**src/rtl/uart_loader_pkg.sv**
```systemverilog
// uart_loader_pkg: shared RX state encoding and bit-index width for the UART loader
package uart_loader_pkg;
  typedef enum logic [2:0] {IDLE, START, DATA, STOP, WAIT_HI} rx_state_t;
  localparam int BIT_IDX_W = 3;
endpackage

```
**src/rtl/uart_rx_core.sv**
```systemverilog
// uart_rx_core: 8N1 receiver with 2-FF synchroniser, mid-bit sampling and stuck-low guard
module uart_rx_core
  import uart_loader_pkg::*;
#(
  parameter int CLKS_PER_BIT = 868
) (
  input  logic       clk_100,
  input  logic       rst,
  input  logic       rx,
  input  logic       clr,
  output logic [7:0] byte_data,
  output logic       byte_valid,
  output logic       frame_err_pulse,
  output logic       busy
);
  localparam int TW = $clog2(CLKS_PER_BIT);
  localparam logic [TW-1:0] HALF = TW'(CLKS_PER_BIT / 2);
  localparam logic [TW-1:0] LAST = TW'(CLKS_PER_BIT - 1);
  logic [1:0] sync;
  logic rx_s;
  rx_state_t state, state_n;
  logic [TW-1:0] timer, timer_n;
  logic [BIT_IDX_W-1:0] idx, idx_n;
  logic [7:0] shreg, shreg_n;
  assign rx_s = sync[1];
  assign busy = state != IDLE;
  assign byte_data = shreg;
  always_ff @(posedge clk_100 or posedge rst)
    if (rst) begin
      sync  <= 2'b11;
      state <= IDLE;
      timer <= '0;
      idx   <= '0;
      shreg <= '0;
    end else begin
      sync  <= {sync[0], rx};
      state <= state_n;
      timer <= timer_n;
      idx   <= idx_n;
      shreg <= shreg_n;
    end
  // START waits half a bit, after which every sample lands mid-bit
  always_comb begin
    state_n = state;
    timer_n = timer + 1'b1;
    idx_n = idx;
    shreg_n = shreg;
    byte_valid = 1'b0;
    frame_err_pulse = 1'b0;
    case (state)
      IDLE: begin
        timer_n = '0;
        if (!rx_s) state_n = START;
      end
      START:
        if (timer == HALF) begin
          timer_n = '0;
          idx_n = '0;
          state_n = rx_s ? IDLE : DATA;
        end
      DATA:
        if (timer == LAST) begin
          timer_n = '0;
          shreg_n = {rx_s, shreg[7:1]};
          idx_n = idx + 1'b1;
          if (idx == '1) state_n = STOP;
        end
      STOP:
        if (timer == LAST) begin
          timer_n = '0;
          byte_valid = rx_s;
          frame_err_pulse = !rx_s;
          state_n = rx_s ? IDLE : WAIT_HI;
        end
      WAIT_HI: begin
        timer_n = '0;
        if (rx_s) state_n = IDLE;
      end
      default: state_n = IDLE;
    endcase
    if (clr) begin
      state_n = IDLE;
      timer_n = '0;
      byte_valid = 1'b0;
      frame_err_pulse = 1'b0;
    end
  end
endmodule

```
**src/rtl/uart_mem_loader.sv**
```systemverilog
// uart_mem_loader: assembles UART bytes into words and writes them to memory at incrementing addresses
module uart_mem_loader
  import uart_loader_pkg::*;
#(
  parameter int CLKS_PER_BIT = 868,
  parameter int WORD_BYTES = 2,
  parameter int ADDR_W = 16,
  parameter logic [ADDR_W-1:0] BASE_ADDR = '0,
  parameter int DEPTH = 65536,
  parameter int MSB_FIRST = 1,
  parameter logic [31:0] END_WORD = 32'hFFFF,
  localparam int DATA_W = 8 * WORD_BYTES
) (
  input  logic              clk_100,
  input  logic              rst,
  input  logic              rx,
  input  logic              enable,
  output logic [ADDR_W-1:0] mem_addr,
  output logic [DATA_W-1:0] mem_data,
  output logic              mem_we,
  output logic [ADDR_W-1:0] word_cnt,
  output logic              busy,
  output logic              done,
  output logic              frame_err
);
  logic [7:0] rx_byte;
  logic byte_valid, fe_pulse, en_q, rise, take, last, end_hit, cap_hit;
  logic [DATA_W-1:0] word, word_n;
  logic [1:0] byte_cnt;
  uart_rx_core #(.CLKS_PER_BIT(CLKS_PER_BIT)) u_rx (
    .clk_100         (clk_100),
    .rst             (rst),
    .rx              (rx),
    .clr             (!enable),
    .byte_data       (rx_byte),
    .byte_valid      (byte_valid),
    .frame_err_pulse (fe_pulse),
    .busy            (busy)
  );
  assign rise = enable & ~en_q;
  assign take = enable & byte_valid & ~done;
  assign last = byte_cnt == 2'(WORD_BYTES - 1);
  assign word_n = (MSB_FIRST != 0) ? (word << 8) | DATA_W'(rx_byte)
                                   : (word >> 8) | (DATA_W'(rx_byte) << (DATA_W - 8));
  assign end_hit = 32'(mem_data) == END_WORD;
  assign cap_hit = ({1'b0, word_cnt} + 1'b1) == (ADDR_W + 1)'(DEPTH);
  // a framing error also drops the partial word so the stream resynchronises on word boundaries
  always_ff @(posedge clk_100 or posedge rst)
    if (rst) begin
      en_q      <= 1'b0;
      mem_addr  <= BASE_ADDR;
      mem_data  <= '0;
      mem_we    <= 1'b0;
      word_cnt  <= '0;
      done      <= 1'b0;
      frame_err <= 1'b0;
      word      <= '0;
      byte_cnt  <= '0;
    end else begin
      en_q   <= enable;
      mem_we <= take & last;
      if (mem_we) begin
        mem_addr <= mem_addr + 1'b1;
        word_cnt <= word_cnt + 1'b1;
        done     <= end_hit | cap_hit;
      end
      if (fe_pulse & enable) frame_err <= 1'b1;
      if (take) begin
        word     <= last ? '0 : word_n;
        byte_cnt <= last ? '0 : byte_cnt + 1'b1;
        if (last) mem_data <= word_n;
      end
      if (fe_pulse | ~enable) begin
        word     <= '0;
        byte_cnt <= '0;
      end
      if (rise) begin
        mem_addr  <= BASE_ADDR;
        word_cnt  <= '0;
        done      <= 1'b0;
        frame_err <= 1'b0;
        word      <= '0;
        byte_cnt  <= '0;
      end
    end
endmodule

```
**config.mk**
```make
export PLATFORM = sky130hd
export DESIGN_NAME = uart_mem_loader
export DESIGN_NICKNAME = d
export VERILOG_FILES = /design/src/rtl/uart_loader_pkg.sv /design/src/rtl/uart_rx_core.sv /design/src/rtl/uart_mem_loader.sv
export SDC_FILE = /design/constraint.sdc
export NUM_CORES = 1
export LEC_CHECK = 0
export CAP_MARGIN = 20
export CORE_ASPECT_RATIO = 1.75
export CORE_MARGIN = 4
export CORE_UTILIZATION = 57
export CTS_BUF_LIST = sky130_fd_sc_hd__clkbuf_2
export CTS_CLUSTER_SIZE = 12
export DETAILED_ROUTE_END_ITERATION = 16
export PLACE_DENSITY = 0.87
export SKIP_LAST_GASP = 1
export SLEW_MARGIN = 5
export SYNTH_ARGS = -nofsm -noshare
export SYNTH_HDL_FRONTEND = slang
export SYNTH_SLANG_ARGS = --single-unit
```
**constraint.sdc**
```tcl
create_clock -name clk_100 -period 3.5 [get_ports clk_100]
set_input_delay 0.7 -clock clk_100 [delete_from_list [all_inputs] [get_ports clk_100]]
set_output_delay 0.7 -clock clk_100 [all_outputs]
set_load 0.01 [all_outputs]
```
; ---- Yosys cells after proc, flatten, opt, wreduce, memory -nomap -nowiden
; Cells that the tools add are included.
[word_totals]
regBits = 88
input_bits = 4
output_inout_bits = 52
elab_cells = 101
[classes]
addsub = 6
n_eq_ne = 18
mux = 39
bitwise_logic = 11
n_reduce_logical = 13
[op_table]
columns = cell, n
row1 = $mux 16, 4
row2 = $add 16x1->16 const B, 2
row3 = $mux 8, 4
row4 = $mux 10, 3
row5 = $mux 3, 10
row6 = $pmux 10 s3, 1
row7 = $add 16x1->17 const B, 1
row8 = $eq 17x17->1 const B, 1
row9 = $eq 16x16->1 const B, 1
row10 = $or 16x8->16, 1
row11 = $ne 3x2->1 const B, 5
row12 = $pmux 3 s5, 1
row13 = $add 10x1->10 const B, 1
row14 = $eq 10x10->1 const B, 1
row15 = $eq 10x9->1 const B, 1
row16 = $mux 1, 10
row17 = $mux 2, 5
row18 = $eq 3x2->1 const B, 2
row19 = $eq 3x3->1 const B, 2
row20 = $pmux 3 s2, 1
row21 = $reduce_and 6->1, 1
row22 = $reduce_bool 2->1, 3
row23 = $reduce_bool 3->1, 2
row24 = $and 1x1->1, 5
row25 = other kinds (13), 19

; ---- Logic depth before layout (Yosys ltp)
; Gate-level depths: netlist of the first run.
[logic_depth]
depth_word = 9
mapped_depth = 6
depth_no_buf = 6

; ---- Cells and area by module
; A second synthesis of the first run with hierarchy kept.
[hier_totals]
cells_unflattened = 369
area_unflattened_um2 = 4125.2
[modules_own_cells]
columns = mod, instances, cells_each, area_each_um2, seq_area_each_um2
row1 = uart_mem_loader, 1, 255, 2855.2, 1551.5
row2 = uart_rx_core, 1, 114, 1270.0, 653.1

; ---- Worst setup path before layout of the first run
; Ideal clock, no wire load.
[synth_path]
path_type = reg2reg
startpoint = reg u_rx.timer[2]
endpoint = reg mem_data[0]
setup_ps = 125
arrival_ps = 2154
slack_ps = 1221
stages_incl_launch_ff = 7
path_buffers = 2
cell_sequence = dfrtp_1 or3b_1 buf_2 or3_4 nor3_4 buf_12 mux2_4
[synth_between]
elab_chain_cells = 7
[synth_lines]
columns = item, line
row1 = start: declaration, uart_rx_core.sv:22  ; logic [TW-1:0] timer, timer_n;
row2 = start signal: assignment, uart_rx_core.sv:38  ; timer <= timer_n;
row3 = $eq 10x10->1, uart_rx_core.sv:69  ; if (timer == LAST) begin
row4 = $mux 1, uart_rx_core.sv:69
row5 = $mux 1, uart_rx_core.sv:50  ; case (state)
row6 = $mux 1, uart_rx_core.sv:81  ; if (clr) begin
row7 = $and 1x1->1 (2 in series), uart_mem_loader.sv:41  ; assign take = enable & byte_valid & ~done;
row8 = $reduce_and 2->1 (no line), -
row9 = end signal: assignment, uart_mem_loader.sv:71  ; if (last) mem_data <= word_n;
row10 = end: declaration, uart_mem_loader.sv:19  ; output logic [DATA_W-1:0] mem_data,
; No other way between the ends.
; A chain may end at the register's enable or synchronous reset.

; ---- Worst setup path in the final report of the first run
[layout_path]
startpoint = reg u_rx.state[0]
endpoint = out busy
[layout_between]
elab_chain_cells = 1
[layout_lines]
columns = item, line
row1 = start: declaration, uart_rx_core.sv:21  ; rx_state_t state, state_n;
row2 = start signal: assignment, uart_rx_core.sv:37  ; state <= state_n;
row3 = $reduce_bool 3->1, uart_rx_core.sv:26  ; assign busy = state != IDLE;
row4 = end: declaration, uart_mem_loader.sv:22  ; output logic busy,
; No other way between the ends.

==> results.txt, run 1 <==
* Result of the run: completed
- Worst path arrival time: 1990 ps
- For the worst-skew pair, the clock arrives at the later sink with an insertion delay of 550 ps.
* Drt first pass iters: 4
- Average wire per cell in the routed design: 16.2 um
- Footprint of the multi-input gates: 1870 um2
* Via Count: 3074
* Die H: 122 um
- The floorplan step set the die width to 72.9 um.
* Post-Syn Nets: 390
* LEAKAGE: 2.14 nW
- Worst min-delay path startpoint: u_rx.sync[0]$_DFF_PP1_
* Switch Pwr: 448 uW
- The hold violation total from the final report came to 0.
- Cells with a size suffix above 1 make up 13.5% of the layout.
- The critical path runs through a total of 2 cells.
* Post-synthesis instance area: 4200 um2
- Dpl cell area: 4820 um2
- STA classifies the critical path endpoint as an output port.
* Overall overflow remaining after global route: 0
* Number of ports placed on the die boundary: 56
* Wirelength, routed: 8.49 mm
- For this design the ratio of total power to cell area is 333 nW/um2.
* Total non-filler cell area in the finished layout: 4910 um2
- Walking the worst path, the cells encountered are or3_1 > clkdlybuf4s50_1.
- Placed instance count: 507
- Worst path max stage delay: 550 ps
* Switching share of power: 27.5%
- Netlist cell types: 54
- The number of clock buffers added by TritonCTS is 9.
- In this run the tool buffered the top-level ports with 55 buffer cells.
- The slowest stage of the critical path belongs to the cell dfrtp_1.
- Setup slack closes at 807 ps.
* Hold Path Depth: 0
- Proportion of power drawn by flip-flops and latches: 64.9%
* Path type of the worst min-delay path: flip-flop to flip-flop
- The setup path with the least slack is of type flip-flop to output port.
- TritonCTS built the clock tree.
* Tightest Pin Transition: 706 ps
- Number of sinks on the clock net: 88
* Startpoint of the most critical register-to-register path: u_rx.timer[2]$_DFF_PP0_
- Max-cap violations in this run came to 0.
- Reg2Reg Depth: 5
- Final estimated routing congestion in global placement: 0.810
* Antenna violations before repair: 1
- DRC Markers: 0
* Clock tree root buffer cell: clkbuf_2
- Leading register cell type out of synthesis: dfrtp_1
- The synthesized design contains 88 register bits.
- Setup repair after global routing missed its margin: no
* Minimum period implied by the final worst setup slack: 2690 ps
- Detailed placement finished with a half-perimeter wire length of 6.31 mm.
* Post-CTS Resized: 0
- Int Power: 1.18 mW
- Global-route wire length before repair: 14.4 mm
- Worst slew margin relative to its limit: 52.9%
- For this run, asynchronously set or reset flops after synthesis account for 100%.
- Postcts setup bufs: 0
- Fraction of the yosys area taken by sequential cells: 52.5%
- In the routed layout, each cell is associated on average with a via count of 5.88.
* Die Footprint: 8850 um2
- After the last flow step, the layout net total stands at 443.
- Sequential cell area: 2200 um2
- Maximum number of pins on one net before global-route repair: 50
- Number of warnings reported in the yosys synthesis log: 0
- Quantity of hold-fixing buffers added after cts: 0
- Register-to-register path setup slack: 1110 ps
* Combinational group share of total power: 8.9%
- Start point of the critical path: u_rx.state[0]$_DFFE_PP0P_
- For the worst setup path, the data required time is 2800 ps.
- Finished Layout Cells: 523
- The cell count after synthesis came out at 379.
- Across the routed clock network, the largest skew measured is 21.5 ps.
* FP Rows: 41
* Number of flops mapped to enable cells by yosys: 0
- Initial core utilization: 58.4%
- Along the worst path, the maximum fanout reaches 13.
* Number of buffer and inverter stages on the critical path: 1
* Placeable core area: 7180 um2
- Kind of launch point of the worst setup path: flip-flop
* Antenna-violating nets left: 0
- Max Clk Rate: 371 MHz
* Clock transition at path regs: 210 ps
- VDD sags by at most 0.300 mV.
* Overall routing resource usage: 21.0%
* Synth-to-Final Area Change: 16.9%
* Clk buf depth: 2
- The detailed router finished its first iteration with 215 violations.
* Number of inserted filler cells in the final layout: 546
* Aggregate negative setup slack: 0 ps
- Relative contribution of the clock network to total power: 26.2%
* Htree depth: 3
* Max Transition Viols Final: 0
- The number of global-route vias before repair came to 3121.
- Setup violations remaining at the end of the flow were counted as 0.
* Avg Cell Area, Syn: 11.1 um2
- Of the available clock period, the critical path in the final layout requires 76.9%.
* CP top delay family: flip-flops
* Pre-CTS setup slack: 810 ps
-- power groups by stage --
stage          Clock (mW)  Sequential [mW]  Combinational [mW]
3_5_place_dp            0             1.08               0.149
2_1_floorplan           0             1.06               0.123
5_1_grt             0.488             1.06               0.166
6_report            0.428             1.06               0.145
3_3_place_gp            0             1.08               0.145
4_1_cts             0.443             1.06               0.149
-- per-layer routing --
layer	wire length (um)	part of all wire (%)	vias up	global-route usage [%]
met4	205	2.4	0	10.2
met3	294	3.5	21	4.15
met1	3320	39	1537	24.6
met2	4680	55	60	35.9
met5	0	0	-	0
li1	-	-	1456	-
-- logic make-up (layout without fill, tap and decap cells) --
family,after synthesis,count (layout),synth area share (%)
mux,32,32,9.33
flops,88,88,52.5
other cells,0,1,0
xor+xnor,32,32,6.68
fa+ha+maj,7,7,2.09
buf+inv,28,85,2.92
compound gates,43,43,7.22
simple gates,149,149,19.2
-- area by class of cell --
cell class / count / area share [%]
tap: 86 / 2.19
inverter: 11 / 0.867
multi-input combinational: 263 / 38.2
timing repair buffer: 59 / 12.1
antenna: 1 / 0.0510
sequential: 88 / 44.9
clock buffer: 10 / 1.02
clock inverter: 5 / 0.689
-- sequential cells by signal, summed over array words and instances, names as in the netlist --
| signal | cells |
|---|---|
| mem_addr | 16 |
| mem_data | 16 |
| word_cnt | 16 |
| u_rx.timer | 10 |
| u_rx.byte_data | 8 |
| word | 8 |
| u_rx.idx | 3 |
| u_rx.state | 3 |
| byte_cnt | 2 |
| u_rx.sync | 2 |
| done | 1 |
| en_q | 1 |
| frame_err | 1 |
| mem_we | 1 |
-- cells in the mapped netlist (all sizes together), types with 2 or more instances --
cell | number | area [um2]
o21bai | 2 | 15.0
mux2 | 27 | 342
o21ai | 8 | 40.0
nor2b | 2 | 12.5
o41a | 2 | 22.5
or2 | 3 | 18.8
and3 | 6 | 37.5
o31ai | 2 | 15.0
mux2i | 5 | 50.1
nand4 | 16 | 100
ha | 7 | 87.6
nor3 | 8 | 56.3
nand2b | 2 | 12.5
inv | 11 | 41.3
dfrtp | 86 | 2150
xnor2 | 15 | 131
buf | 3 | 28.8
nand2 | 20 | 75.1
nor4 | 9 | 62.6
or3 | 11 | 73.8
and2 | 2 | 12.5
o221ai | 2 | 23.8
and4 | 4 | 35.0
nand3b | 2 | 15.0
nor2 | 41 | 154
a22o | 7 | 61.3
dfstp | 2 | 52.6
nand3 | 16 | 80.1
a21oi | 11 | 55.1
clkbuf | 14 | 52.6
a211oi | 2 | 15.0
or3b | 2 | 17.5
xor2 | 17 | 149
-- path summary, 6_finish.rpt --
| path | endpoint |
|---|---|
| worst min register to register | u_rx.sync[1]$_DFF_PP1_ |
| worst max-delay path | busy |
| worst min-delay path | u_rx.sync[1]$_DFF_PP1_ |
| max in group asynchronous | u_rx.sync[1]$_DFF_PP1_ |
| min in group asynchronous | mem_addr[12]$_DFFE_PP0P_ |
| worst max register to register | mem_data[12]$_DFFE_PP0P_ |
-- layout by cell type, fill, tap and decap left out, types with 8 or more instances in the layout --
| master | instances |
|---|---|
| clkbuf_2 | 10 |
| clkdlybuf4s50_1 | 55 |
| xor2_1 | 17 |
| dfrtp_1 | 86 |
| nor2_1 | 41 |
| nand4_1 | 16 |
| mux2_2 | 17 |
| nand3_1 | 16 |
| a21oi_1 | 11 |
| mux2_4 | 10 |
| nand2_1 | 20 |
| xnor2_1 | 15 |
| or3_1 | 10 |
| nor4_1 | 8 |
| o21ai_0 | 8 |
| inv_1 | 10 |
-- stage by stage --
| stage | total power [mW] | hold WS (ps) | utilization [%] |
|---|---|---|---|
| 2_1_floorplan | 1.18 | 345 | - |
| 3_3_place_gp | 1.22 | 347 | 67.1 |
| 3_5_place_dp | 1.22 | 348 | 67.1 |
| 4_1_cts | 1.65 | 372 | 68.3 |
| 5_1_grt | 1.72 | 381 | 68.3 |
| 6_report | 1.63 | 370 | 68.3 |
Power figures use the tool's default switching activity.
==> run 2: changes to the inputs <==
--- a/config.mk
+++ b/config.mk
@@ -8,11 +8,11 @@
 export CAP_MARGIN = 20
 export CORE_ASPECT_RATIO = 1.75
 export CORE_MARGIN = 4
-export CORE_UTILIZATION = 57
+export CORE_UTILIZATION = 51
 export CTS_BUF_LIST = sky130_fd_sc_hd__clkbuf_2
 export CTS_CLUSTER_SIZE = 12
 export DETAILED_ROUTE_END_ITERATION = 16
-export PLACE_DENSITY = 0.87
+export PLACE_DENSITY = 0.83
 export SKIP_LAST_GASP = 1
 export SLEW_MARGIN = 5
 export SYNTH_ARGS = -nofsm -noshare
==> constraint.sdc (replaced) <==
create_clock -name clk_100 -period 2.18 [get_ports clk_100]
set_input_delay 0.436 -clock clk_100 [delete_from_list [all_inputs] [get_ports clk_100]]
set_output_delay 0.436 -clock clk_100 [all_outputs]
set_load 0.01 [all_outputs]
==> run 2 against run 1 <==
Compared with the run above: critical path depth unchanged; sequential power up 58%; critical endpoint unchanged; via count increased by 0.36%; largest cell class unchanged; sequential share of layout area is 1.2 points lower.
==> results.txt, run 2 (synthesized netlist as in run 1, its figures left out) <==
- Result of the run: completed
- Most frequent cells in the layout: dfrtp_1 (78), clkdlybuf4s50_1 (53), nor2_1 (41)
* Crit-path max FO: 2 (-11)
- Setup repair after global routing missed its margin: no
- Initial core utilization: 52.7% (-5.7 points)
- Number of max-cap violations: 0 (unchanged)
* Net total in the final layout: 457 (+3.2%)
- The number of port buffers came to 55 (unchanged).
- The post-layout instance count excluding filler cells was 541 (+3.4%).
* Count of final hold-check violations: 0 (unchanged)
- The number of buffers on the longest clock path came to 2 (unchanged).
* Footprint of the multi-input gates: 1870 um2 (unchanged)
* Worst min-delay path startpoint: rx
* Portion of the clock cycle consumed by the worst path in the final layout: 95.2%
- Worst slew margin relative to its limit: 67.5% (+15 points)
- Average wire per cell in the routed design: 15.8 um (-2.7%)
* Max Transition Viols Final: 0 (unchanged)
- The most critical setup path has its startpoint at u_rx.state[0]$_DFFE_PP0P_.
- Antenna violations before repair: 0 (-1)
* Final estimated routing congestion in global placement: 0.818 (+1.1%)
- The logic gate share of total power is 10.8% (+1.9 points).
- The number of hold-repair buffers added at the cts stage was 0 (unchanged).
- Clock buffers created by TritonCTS: 9 (unchanged)
- The number of vias per cell after detailed routing was 5.70 (-3.0%).
- Int Power: 1.93 mW (+63%)
- Overall routing resource usage: 18.5% (-2.5 points)
* Die Footprint: 9800 um2 (+11%)
- Htree depth: 3 (unchanged)
- The first-pass iteration count of the detailed router is 4 (unchanged).
- The post-route DRC violation count is 0 (unchanged).
* Minimum period implied by the final worst setup slack: 2080 ps
- Clock tree synthesis selected as its root buffer the cell clkbuf_2.
- The wire length of the first global-routing pass was 14.5 mm (+0.48%).
* Switching share of power: 28.1% (+0.64 points)
- Tightest Pin Transition: 485 ps (-221 ps)
- The filler cell count in the final layout came to 623 (+14%).
- The global routing met3 resource utilization came to 3.38% (-0.77 points).
- The instance count after placement with tap cells included came to 520 (+2.6%).
* Most common library cell in the layout ignoring fill and taps: dfrtp_1
- The worst setup path is captured at an output port.
- The total number of vias came to 3085 (+0.36%).
* Diode insertion count for antenna repair: 0 (-1)
- The floorplan die height came to 128 um (+5.3%).
- Clock transition at path regs: 240 ps (+30 ps)
- Placeable core area: 7960 um2 (+11%)
* FP Rows: 43 (+4.9%)
* Number of ports placed on the die boundary: 56 (unchanged)
* Worst Path Required: 1740 ps (-1060 ps)
* Global routing's busiest layer: met2
- In this run the worst hold path is classified as input pin to flip-flop.
* Share of layout cells above drive strength 1: 18.0% (+4.4 points)
- Proportion of power drawn by flip-flops and latches: 62.5% (-2.4 points)
* Met1 Resource Use GR: 20.1% (-4.5 points)
- The largest registers in the layout are mem_addr (16), mem_data (16), word_cnt (16).
- The portion of total power attributed to the clock network is 26.7% (+0.5 points).
- The leakage power summed over all cells was 2.22 nW (+3.8%).
- Sequential cell area: 2210 um2 (+0.45%)
- Switch Pwr: 755 uW (+68%)
- TritonCTS clock tree: yes
- The final critical-path setup slack is 105 ps (-702 ps).
* DR iter-0 viols: 120 (-44%)
* Worst hold margin: 286 ps (-84.3 ps)
- The worst register-to-register path begins at u_rx.timer[3]$_DFF_PP0_.
- Worst-skew pair later-pin latency: 530 ps (-20 ps)
- Count of endpoints failing setup in the final report: 0 (unchanged)
- Worst vdd ir: 0.474 mV (+58%)
- Horiz. Die Dim: 76.6 um (+5.1%)
* Overall overflow remaining after global route: 0 (unchanged)
- The number of buffer and inverter stages on the critical path was 1 (unchanged).
* Worst path arrival time: 1640 ps (-350 ps)
* CP top delay family: flip-flops
- The largest stage delay on the critical path is 450 ps (-100 ps).
- From synthesis to final layout, the design area changed by 20.7%.
* PwrDens: 530 nW/um2 (+59%)
- Aggregate negative setup slack: 0 ps (unchanged)
- Kind of launch point of the worst setup path: flip-flop
- Max Clk Rate: 482 MHz
- Critical Path Slowest Stage Cell: dfrtp_2
* DP HPWL: 6.17 mm (-2.2%)
- Met2 routing resource usage after global routing: 34.7% (-1.2 points)
- WS Path Type: flip-flop to output port
- Maximum number of pins on one net before global-route repair: 89 (+78%)
* Pre-CTS setup slack: 138 ps (-672 ps)
- The CTS sink count was 88 (unchanged).
- The number of global-route vias before repair is 3157 (+1.2%).
* Cells along the critical path: or3_1 > dlygate4sd2_1
- The clock tree skew after final layout is 23.5 ps (+1.95 ps).
- Wirelength, routed: 8.55 mm (+0.66%)
* Antenna-violating nets left: 0 (unchanged)
## run 2: cell count changes in the layout (fill, tap and decap cells not counted), moves of 2 or more
cell and delta:
buf_4 +11, dfrtp_1 -8, clkdlybuf4s50_1 -2, dfrtp_2 +8, buf_12 +2
## run 2: power groups by stage
| stage | sequential (mW) | combinational [mW] | clock [mW] |
|---|---|---|---|
| final | 1.68 | 0.291 | 0.716 |
| after floorplan | 1.70 | 0.197 | 0 |
| after global routing | 1.68 | 0.327 | 0.821 |
| after CTS | 1.68 | 0.287 | 0.744 |
| after detailed placement | 1.73 | 0.255 | 0 |
| after global placement | 1.73 | 0.246 | 0 |
## run 2: path summary, 6_finish.rpt
| path | end | slack, ps | cells after the start |
|---|---|---|---|
| worst max register to register | u_rx.byte_data[4]$_DFFE_PP0P_ | 110 | 6 |
| worst max-delay path | busy | 100 | 2 |
| min in group asynchronous | mem_addr[13]$_DFFE_PP0P_ | 320 | 3 |
| worst min register to register | u_rx.sync[1]$_DFF_PP1_ | 380 | 0 |
| worst min-delay path | u_rx.sync[0]$_DFF_PP1_ | 290 | 1 |
| max in group asynchronous | u_rx.state[2]$_DFFE_PP0P_ | 1440 | 3 |
## run 2: layout make-up
class                           instances  share of cell area [%]
Inverter                               11                   0.890
Tap cell                               90                    2.22
Sequential cell                        88                    43.7
Multi-Input combinational cell        263                    37.0
Clock buffer                            9                   0.890
Timing Repair Buffer                   73                    14.4
Clock inverter                          7                   0.914
## run 2: stage by stage
| stage | utilization, % | instance area, um2 | total power [mW] |
|---|---|---|---|
| finish | 63.6 | 5060 | 2.69 |
| detailed placement | 61.8 | 4920 | 1.98 |
| floorplan | - | 4210 | 1.90 |
| global route | 63.6 | 5060 | 2.83 |
| CTS | 63.3 | 5040 | 2.71 |
| global placement | 61.8 | 4920 | 1.97 |
## run 2: per-layer routing
metal | share of wire (%) | vias up
li1 | - | 1483
met1 | 40 | 1529
met2 | 56 | 63
met3 | 3.0 | 10
met4 | 1.4 | 0
met5 | 0 | -
## run 2: repair_timing
action | in CTS | in global routing
pin swaps | 0 | 0
endpoints found under the setup margin | 2 | 7
endpoints found under the hold margin | 0 | 0
buffers inserted | 3 | 2
resized for setup | 5 | 6
## run 2: worst reg2reg max path, cell delays in order, from the launching register on
cell and delay [ps]:
dfrtp_1 460, or3b_1 400, buf_4 170, nor3_1 340, nand3_1 140, buf_4 190, mux2_2 280
